**config.mk**
```make
export PLATFORM = sky130hd
export DESIGN_NAME = seq_divider
export DESIGN_NICKNAME = d
export VERILOG_FILES = /design/src/rtl/seq_divider.sv
export SDC_FILE = /design/constraint.sdc
export NUM_CORES = 1
export LEC_CHECK = 0
export ABC_AREA = 1
export BUFFER_PORTS_ARGS = -buffer_cell sky130_fd_sc_hd__buf_2
export CAP_MARGIN = 20
export CORE_UTILIZATION = 59
export DETAILED_ROUTE_END_ITERATION = 10
export HOLD_SLACK_MARGIN = 0.1
export MAX_ROUTING_LAYER = met4
export PLACE_DENSITY = 0.92
export SKIP_CTS_REPAIR_TIMING = 1
export SYNTH_ARGS = -nofsm -noshare
export SYNTH_HDL_FRONTEND = slang
export SYNTH_SLANG_ARGS = --single-unit
```
**constraint.sdc**
```tcl
create_clock -name Clock -period 2.6 [get_ports Clock]
set_clock_uncertainty 0.2 [all_clocks]
set_input_delay 0.52 -clock Clock [delete_from_list [all_inputs] [get_ports Clock]]
set_output_delay 0.52 -clock Clock [all_outputs]
set_load 0.05 [all_outputs]
```
**src/rtl/seq_divider.sv**
```systemverilog
// Sequential restoring shift-subtract unsigned divider: one quotient bit per clock,
// valid_data/ack handshake, IDLE/CALC/DONE control.
module seq_divider #(
  parameter int unsigned WIDTH = 32
) (
  input  logic             Clock,
  input  logic             Reset,
  input  logic             valid_data,
  input  logic [WIDTH-1:0] dividend,
  input  logic [WIDTH-1:0] divisor,
  input  logic             ack,
  output logic             busy,
  output logic             done,
  output logic [WIDTH-1:0] quotient,
  output logic [WIDTH-1:0] remainder,
  output logic             div_by_zero
);

  localparam int unsigned CW = $clog2(WIDTH) + 1;

  typedef enum logic [1:0] {
    S_IDLE = 2'b00,
    S_CALC = 2'b01,
    S_DONE = 2'b10
  } state_t;

  state_t           r_state, w_state_nxt;
  logic [WIDTH-1:0] r_rem, w_rem_nxt;
  logic [WIDTH-1:0] r_quo, w_quo_nxt;
  logic [WIDTH-1:0] r_dvs, w_dvs_nxt;
  logic [CW-1:0]    r_cnt, w_cnt_nxt;
  logic [WIDTH-1:0] r_quotient, w_quotient_nxt;
  logic [WIDTH-1:0] r_remainder, w_remainder_nxt;
  logic             r_dbz, w_dbz_nxt;
  logic             r_busy, r_done;
  logic             w_busy_nxt, w_done_nxt;

  logic [WIDTH:0]   w_t;
  logic [WIDTH:0]   w_sub;
  logic             w_ge;
  logic [WIDTH-1:0] w_rem_step;
  logic [WIDTH-1:0] w_quo_step;

  // Since rem < divisor always holds, t < 2*divisor and t - divisor < 2^WIDTH:
  // the MSB of the (WIDTH+1)-bit difference is therefore exactly the borrow.
  assign w_t        = {r_rem, r_quo[WIDTH-1]};
  assign w_sub      = w_t - {1'b0, r_dvs};
  assign w_ge       = ~w_sub[WIDTH];
  assign w_rem_step = w_ge ? w_sub[WIDTH-1:0] : w_t[WIDTH-1:0];
  assign w_quo_step = {r_quo[WIDTH-2:0], w_ge};

  always_ff @(posedge Clock) begin
    if (Reset) begin
      r_state <= S_IDLE;
    end else begin
      r_state <= w_state_nxt;
    end
  end

  always_comb begin
    w_state_nxt     = r_state;
    w_rem_nxt       = r_rem;
    w_quo_nxt       = r_quo;
    w_dvs_nxt       = r_dvs;
    w_cnt_nxt       = r_cnt;
    w_quotient_nxt  = r_quotient;
    w_remainder_nxt = r_remainder;
    w_dbz_nxt       = r_dbz;
    case (r_state)
      S_IDLE: begin
        if (valid_data) begin
          if (divisor != '0) begin
            w_dvs_nxt   = divisor;
            w_rem_nxt   = '0;
            w_quo_nxt   = dividend;
            w_cnt_nxt   = '0;
            w_dbz_nxt   = 1'b0;
            w_state_nxt = S_CALC;
          end else begin
            w_quotient_nxt  = '1;
            w_remainder_nxt = dividend;
            w_dbz_nxt       = 1'b1;
            w_state_nxt     = S_DONE;
          end
        end
      end
      S_CALC: begin
        w_rem_nxt = w_rem_step;
        w_quo_nxt = w_quo_step;
        w_cnt_nxt = r_cnt + CW'(1);
        if (r_cnt == CW'(WIDTH - 1)) begin
          w_quotient_nxt  = w_quo_step;
          w_remainder_nxt = w_rem_step;
          w_state_nxt     = S_DONE;
        end
      end
      S_DONE: begin
        if (ack) begin
          w_state_nxt = S_IDLE;
        end
      end
      default: begin
        w_state_nxt     = S_IDLE;
        w_rem_nxt       = '0;
        w_quo_nxt       = '0;
        w_dvs_nxt       = '0;
        w_cnt_nxt       = '0;
        w_quotient_nxt  = '0;
        w_remainder_nxt = '0;
        w_dbz_nxt       = 1'b0;
      end
    endcase
    w_busy_nxt = (w_state_nxt == S_CALC) || (w_state_nxt == S_DONE);
    w_done_nxt = (w_state_nxt == S_DONE);
  end

  // busy/done are registered from the next state so they track r_state exactly.
  always_ff @(posedge Clock) begin
    if (Reset) begin
      r_rem       <= '0;
      r_quo       <= '0;
      r_dvs       <= '0;
      r_cnt       <= '0;
      r_quotient  <= '0;
      r_remainder <= '0;
      r_dbz       <= 1'b0;
      r_busy      <= 1'b0;
      r_done      <= 1'b0;
    end else begin
      r_rem       <= w_rem_nxt;
      r_quo       <= w_quo_nxt;
      r_dvs       <= w_dvs_nxt;
      r_cnt       <= w_cnt_nxt;
      r_quotient  <= w_quotient_nxt;
      r_remainder <= w_remainder_nxt;
      r_dbz       <= w_dbz_nxt;
      r_busy      <= w_busy_nxt;
      r_done      <= w_done_nxt;
    end
  end

  assign busy        = r_busy;
  assign done        = r_done;
  assign quotient    = r_quotient;
  assign remainder   = r_remainder;
  assign div_by_zero = r_dbz;

endmodule
```
* After elaboration in Yosys (flattened, before gate mapping)
Cells that the tools add are included.
** Cells by class
- Add/sub/neg operators :: 2
- Eq/ne operators :: 9
- Multiplexer cells :: 29
- Bitwise logic cells :: 3
- Reduce and logical (&&, ||, !) cells :: 8
** Operators by type and width (count)
- $mux 32 :: 13
- $pmux 32 s3 :: 4
- $pmux 32 s2 :: 1
- $sub 33x32->33 :: 1
- $reduce_bool 32->1 :: 1
- $pmux 6 s3 :: 1
- $mux 6 :: 2
- $mux 2 :: 4
- $ne 2x2->1 const B :: 4
- $add 6x1->6 const B :: 1
- $eq 6x5->1 const B :: 1
- $pmux 2 s3 :: 1
- $reduce_and 3->1 :: 2
- $eq 2x1->1 const B :: 2
- $eq 2x2->1 const B :: 2
- $reduce_and 4->1 :: 1
- $not 1->1 :: 3
- $logic_not 2->1 :: 1
- $mux 1 :: 2
- $pmux 1 s2 :: 1
- $reduce_and 2->1 :: 1
- $reduce_or 2->1 :: 1
- $logic_or 1x1->1 :: 1
** Word-level totals
- Register bits :: 171
- Input port bits :: 68
- Logic and storage cells :: 61

* Logic depth before layout (Yosys ltp)
- Depth in word-level cells :: 6
- Depth in mapped cells :: 18
- Mapped depth without buffers :: 18

* Least setup slack after synthesis
No wires, ideal clock.
- Path kind :: reg-to-reg
- From :: reg r_quo[31]
- To :: reg r_rem[11]
- Data arrival time :: 2.100 ns
- Slack :: 0.172 ns
- Cell stages (with the launch flop) :: 19
- Buffers on the path :: 2
- Period minus slack after synthesis :: 2.428 ns
- Path through :: dfxtp_1 inv_1 ha_1 inv_1 fa_1 nand3_1 nand3_2 nand2_1 nand2_2 nand2_2 nand2_2 nand2_4 nand2_2 nand2_2 buf_6 buf_6 nand3_2 nand3_2 a21oi_1
** Between the ends
- Longest elaborated chain between the ends :: 3
** Ends and longest elaborated chain
- start: declaration :: line 29 : logic [WIDTH-1:0] r_quo, w_quo_nxt;
- start signal: assignment :: line 131 : r_quo <= w_quo_nxt;
- $sub 33x32->33 :: line 47 : assign w_sub = w_t - {1'b0, r_dvs};
- $mux 32 :: line 49 : assign w_rem_step = w_ge ? w_sub[WIDTH-1:0] : w_t[WIDTH-1:0];
- $pmux 32 s3 :: line 69 : case (r_state)
- end signal: assignment :: line 130 : r_rem <= w_rem_nxt;
- end: declaration :: line 28 : logic [WIDTH-1:0] r_rem, w_rem_nxt;
Every way passes these cells.
A chain may end at the register's enable or synchronous reset.

* Worst setup path after layout
- From :: reg r_quo[31]
- To :: reg r_rem[2]
Same word-level chain as after synthesis.

==> summary.md <==
| Metric | Value |
|---|---|
| Fmax | `between 300 and 400 MHz` |
| Startpoint Class | `flip-flop` |
| CTS tree | `yes` |
| Sw Ratio | `0.442` |
| Clk pwr share | `0.251` |
| Final Max Slew Viols | `0` |
| Mapped Nets | `1852` |
| Crit-path slowest cell | `fa_2` |
| Synth area leaders | `dfxtp_1, nand2_1, inv_1` |
| Final instance area | `12900 um^2` |
| GP Congestion | `1.04` |
| Fin util | `0.748` |
| Yosys top cell area share | `0.327` |
| Core area | `around 17000 um^2` |
| Detail Route Antenna Nets | `0` |
| Max Buffers Root-to-Sink | `2` |
| Distinct cells, synth | `33` |
| Flop-to-flop setup slack | `-60 ps` |
| Clock sinks | `171` |
| Worst-path maximum fanout | `6` |
| Post-DP HPWL | `22200 um` |
| Number of global-route vias before repair | `10200` |
| Gr usage total | `0.346` |
| Cells along the critical path | `inv_2, ha_4, inv_2, fa_2, nand3_2, nand3_2, nand2_2, nand2_2, nand2_2, nand2_2, nand2_4, nand3_4, buf_12, nand3_1, nand3_2, a21oi_2` |
| Leakage | `7.12 nW` |
| Slack of the critical path | `-57.3 ps` |
| Pwr/cell area | `777 nW/um^2` |
| Worst hold path class | `input pin to flip-flop` |
| Wire length per cell | `15.6 um` |
| Top cells by count, synth | `nand2_1, inv_1, nor2_1` |
| Detail-routed via count per cell | `between 5 and 6` |
| Unrepaired setup endpoints after global routing | `yes` |
| Clock latency on the worst-skew pair | `between 400 and 500 ps` |
| Logic pwr share | `0.449` |
| Root Buffer | `clkbuf_16` |
| Share of cells above drive strength 1 | `0.194` |
| Die area | `roughly 18000 um^2` |
| Initial core utilization | `0.604` |
| Final period util | `1.02` |
| Vias | `11700` |
| Height of the die | `135 um` |
| Synth async-reset ratio | `0` |
| Register share of total power | `0.300` |
| Port Buffers | `134` |
| TritonCTS Buffers | `17` |
| Crit path capture type | `flip-flop` |
| Yosys top cell by area | `dfxtp_1` |
| Setup-failing EPs final | `7` |
| Cells after DPL | `around 2100` |
| Final hold violation count | `0` |
| Worst EP arrival | `between 2000 and 3000 ps` |
| Antenna violations before repair | `1` |
| Global-route wire length before repair | `48500 um` |
| Post-synth design cell area | `10500 um^2` |
| Syn-to-layout area delta | `23.7%` |
| Die W | `between 100 and 150 um` |
| Top Ports | `135` |
| Warning count from the yosys run | `0` |
| Max Cap Viol | `0` |
| Overflow after GRT | `0` |
| Largest net degree at the start of global routing | `73` |
| Post-synth top flop | `dfxtp_1` |
| Row cnt | `48` |
| Count leader, synth | `nand2_1` |
| Mean area per synthesized cell | `5.99 um^2` |
| Seq cells post-synth | `~170` |
| Iteration-0 DRC Markers | `1461` |
| Cells after Synth | `1745` |
| H-tree depth | `4` |
| Status | `complete, but fails checks` |
| Relative slew slack | `0.578` |
| Pint | `5.61 mW` |
| Slew @ Worst Pin | `632 ps` |
| WP buf/inv | `3` |
| Worst EP required | `between 2000 and 3000 ps` |
| Post-Layout Cell Count | `2119` |
| DR DRC count | `0` |
| CP top delay family | `simple AND/OR/NAND/NOR gates` |
| Drt pass-1 iters | `7` |
| Peak supply drop | `0.000637 V` |
| Nets | `between 1500 and 2000` |
| Tmin final | `2660 ps` |
| Setup CP Type | `flip-flop to flip-flop` |
| CP most frequent cell | `nand2_2` |
| CP peak stage delay | `350 ps` |
| Footprint of the multi-input gates | `6150 um^2` |
| Fillers | `1300` |
| Final WL | `between 30000 and 40000 um` |
| Reg area | `3430 um^2` |
| Register area share after synthesis | `0.327` |
| Violated checks | `negative setup slack` |
| Psw | `4.44 mW` |
| CTS clk-pin slew, worst paths | `70 ps` |
| Post-synth EDFFs | `0` |
| Placed cell area | `roughly 12000 um^2` |
==> through the flow <==
step                hold WS, ps  power [mW]  setup WS, ps  TNS [ps]
floorplan                   249        5.83           172         0
global placement            261        6.79          -339    -44350
detailed placement          272        6.88          -391    -50340
CTS                        91.1        9.38         -25.3     -87.7
global route                107        10.6          -173     -2940
finish                     87.5        10.1         -57.3      -117
==> path summary, 6_finish.rpt <==
check                                            start                     end  cells past startpoint
worst min-delay path                        divisor[3]   r_dvs[3]$_SDFFE_PP0P_                      3
worst max register to register  r_quo[31]$_SDFFE_PP0P_   r_rem[2]$_SDFFE_PP0P_                     16
worst max-delay path            r_quo[31]$_SDFFE_PP0P_   r_rem[2]$_SDFFE_PP0P_                     16
worst min register to register  r_dvs[31]$_SDFFE_PP0P_  r_dvs[31]$_SDFFE_PP0P_                      2
==> cells by family (layout without fill, tap and decap cells) <==
| logic type | after synthesis | after routing | share of synthesized area |
|---|---|---|---|
| buffers and inverters | 380 | 528 | 0.142 |
| AO/OA/AOI/OAI | 225 | 225 | 0.109 |
| other | 0 | 1 | 0 |
| flip-flops | 171 | 171 | 0.327 |
| XOR/XNOR | 11 | 11 | 0.00922 |
| AND/OR/NAND/NOR | 919 | 919 | 0.365 |
| adder cells (fa/ha/maj) | 39 | 39 | 0.0474 |
==> power groups by stage <==
stage	logic (mW)	clock network (mW)	registers [mW]
global placement	3.75	0	3.04
finish	4.52	2.52	3.01
floorplan	2.55	0	3.28
global route	4.91	2.63	3.03
detailed placement	3.84	0	3.05
CTS	3.89	2.51	2.99
==> routing by layer <==
layer | wire, um | global-route usage
met1 | 12900 | 0.434
met2 | 15400 | 0.542
met3 | 2850 | 0.0465
met4 | 1900 | 0.184
met5 | 0 | -
==> flip-flops by register name, summed over array words and instances (netlist names) <==
register / cells
quotient: 32
r_dvs: 32
r_quo: 32
r_rem: 32
remainder: 32
r_cnt: 6
r_state: 2
busy: 1
div_by_zero: 1
done: 1
==> layout make-up <==
class | count | share of cell area
tap | 225 | 0.0218
clock buffer | 17 | 0.0329
timing repair buffer | 189 | 0.103
clock inverter | 15 | 0.0122
antenna | 1 | 0.000193
sequential | 171 | 0.265
multi-input combinational | 1194 | 0.476
inverter | 307 | 0.0892
==> cells in the final DEF, fill, tap and decap left out, types with 4 or more instances in the layout <==
cell type / instances
nand3_4: 5
nand2_2: 12
nor2_1: 180
a21oi_1: 91
nor2_2: 7
xor2_1: 8
dfxtp_2: 4
buf_12: 14
nand2_1: 575
nor4_1: 7
inv_1: 301
ha_4: 11
inv_2: 4
ha_1: 21
o21ai_0: 96
clkbuf_16: 20
buf_4: 34
a21oi_2: 31
nand4_1: 9
inv_6: 4
buf_2: 134
clkinv_8: 4
nand3_1: 50
ha_2: 6
dfxtp_1: 167
nand3_2: 53
nand3b_1: 4
==> tightest hold or removal path: stages <==
cell     delay [ps]
buf_2            90
nand2_1          40
o21ai_0          50
Power figures use the tool's default switching activity.
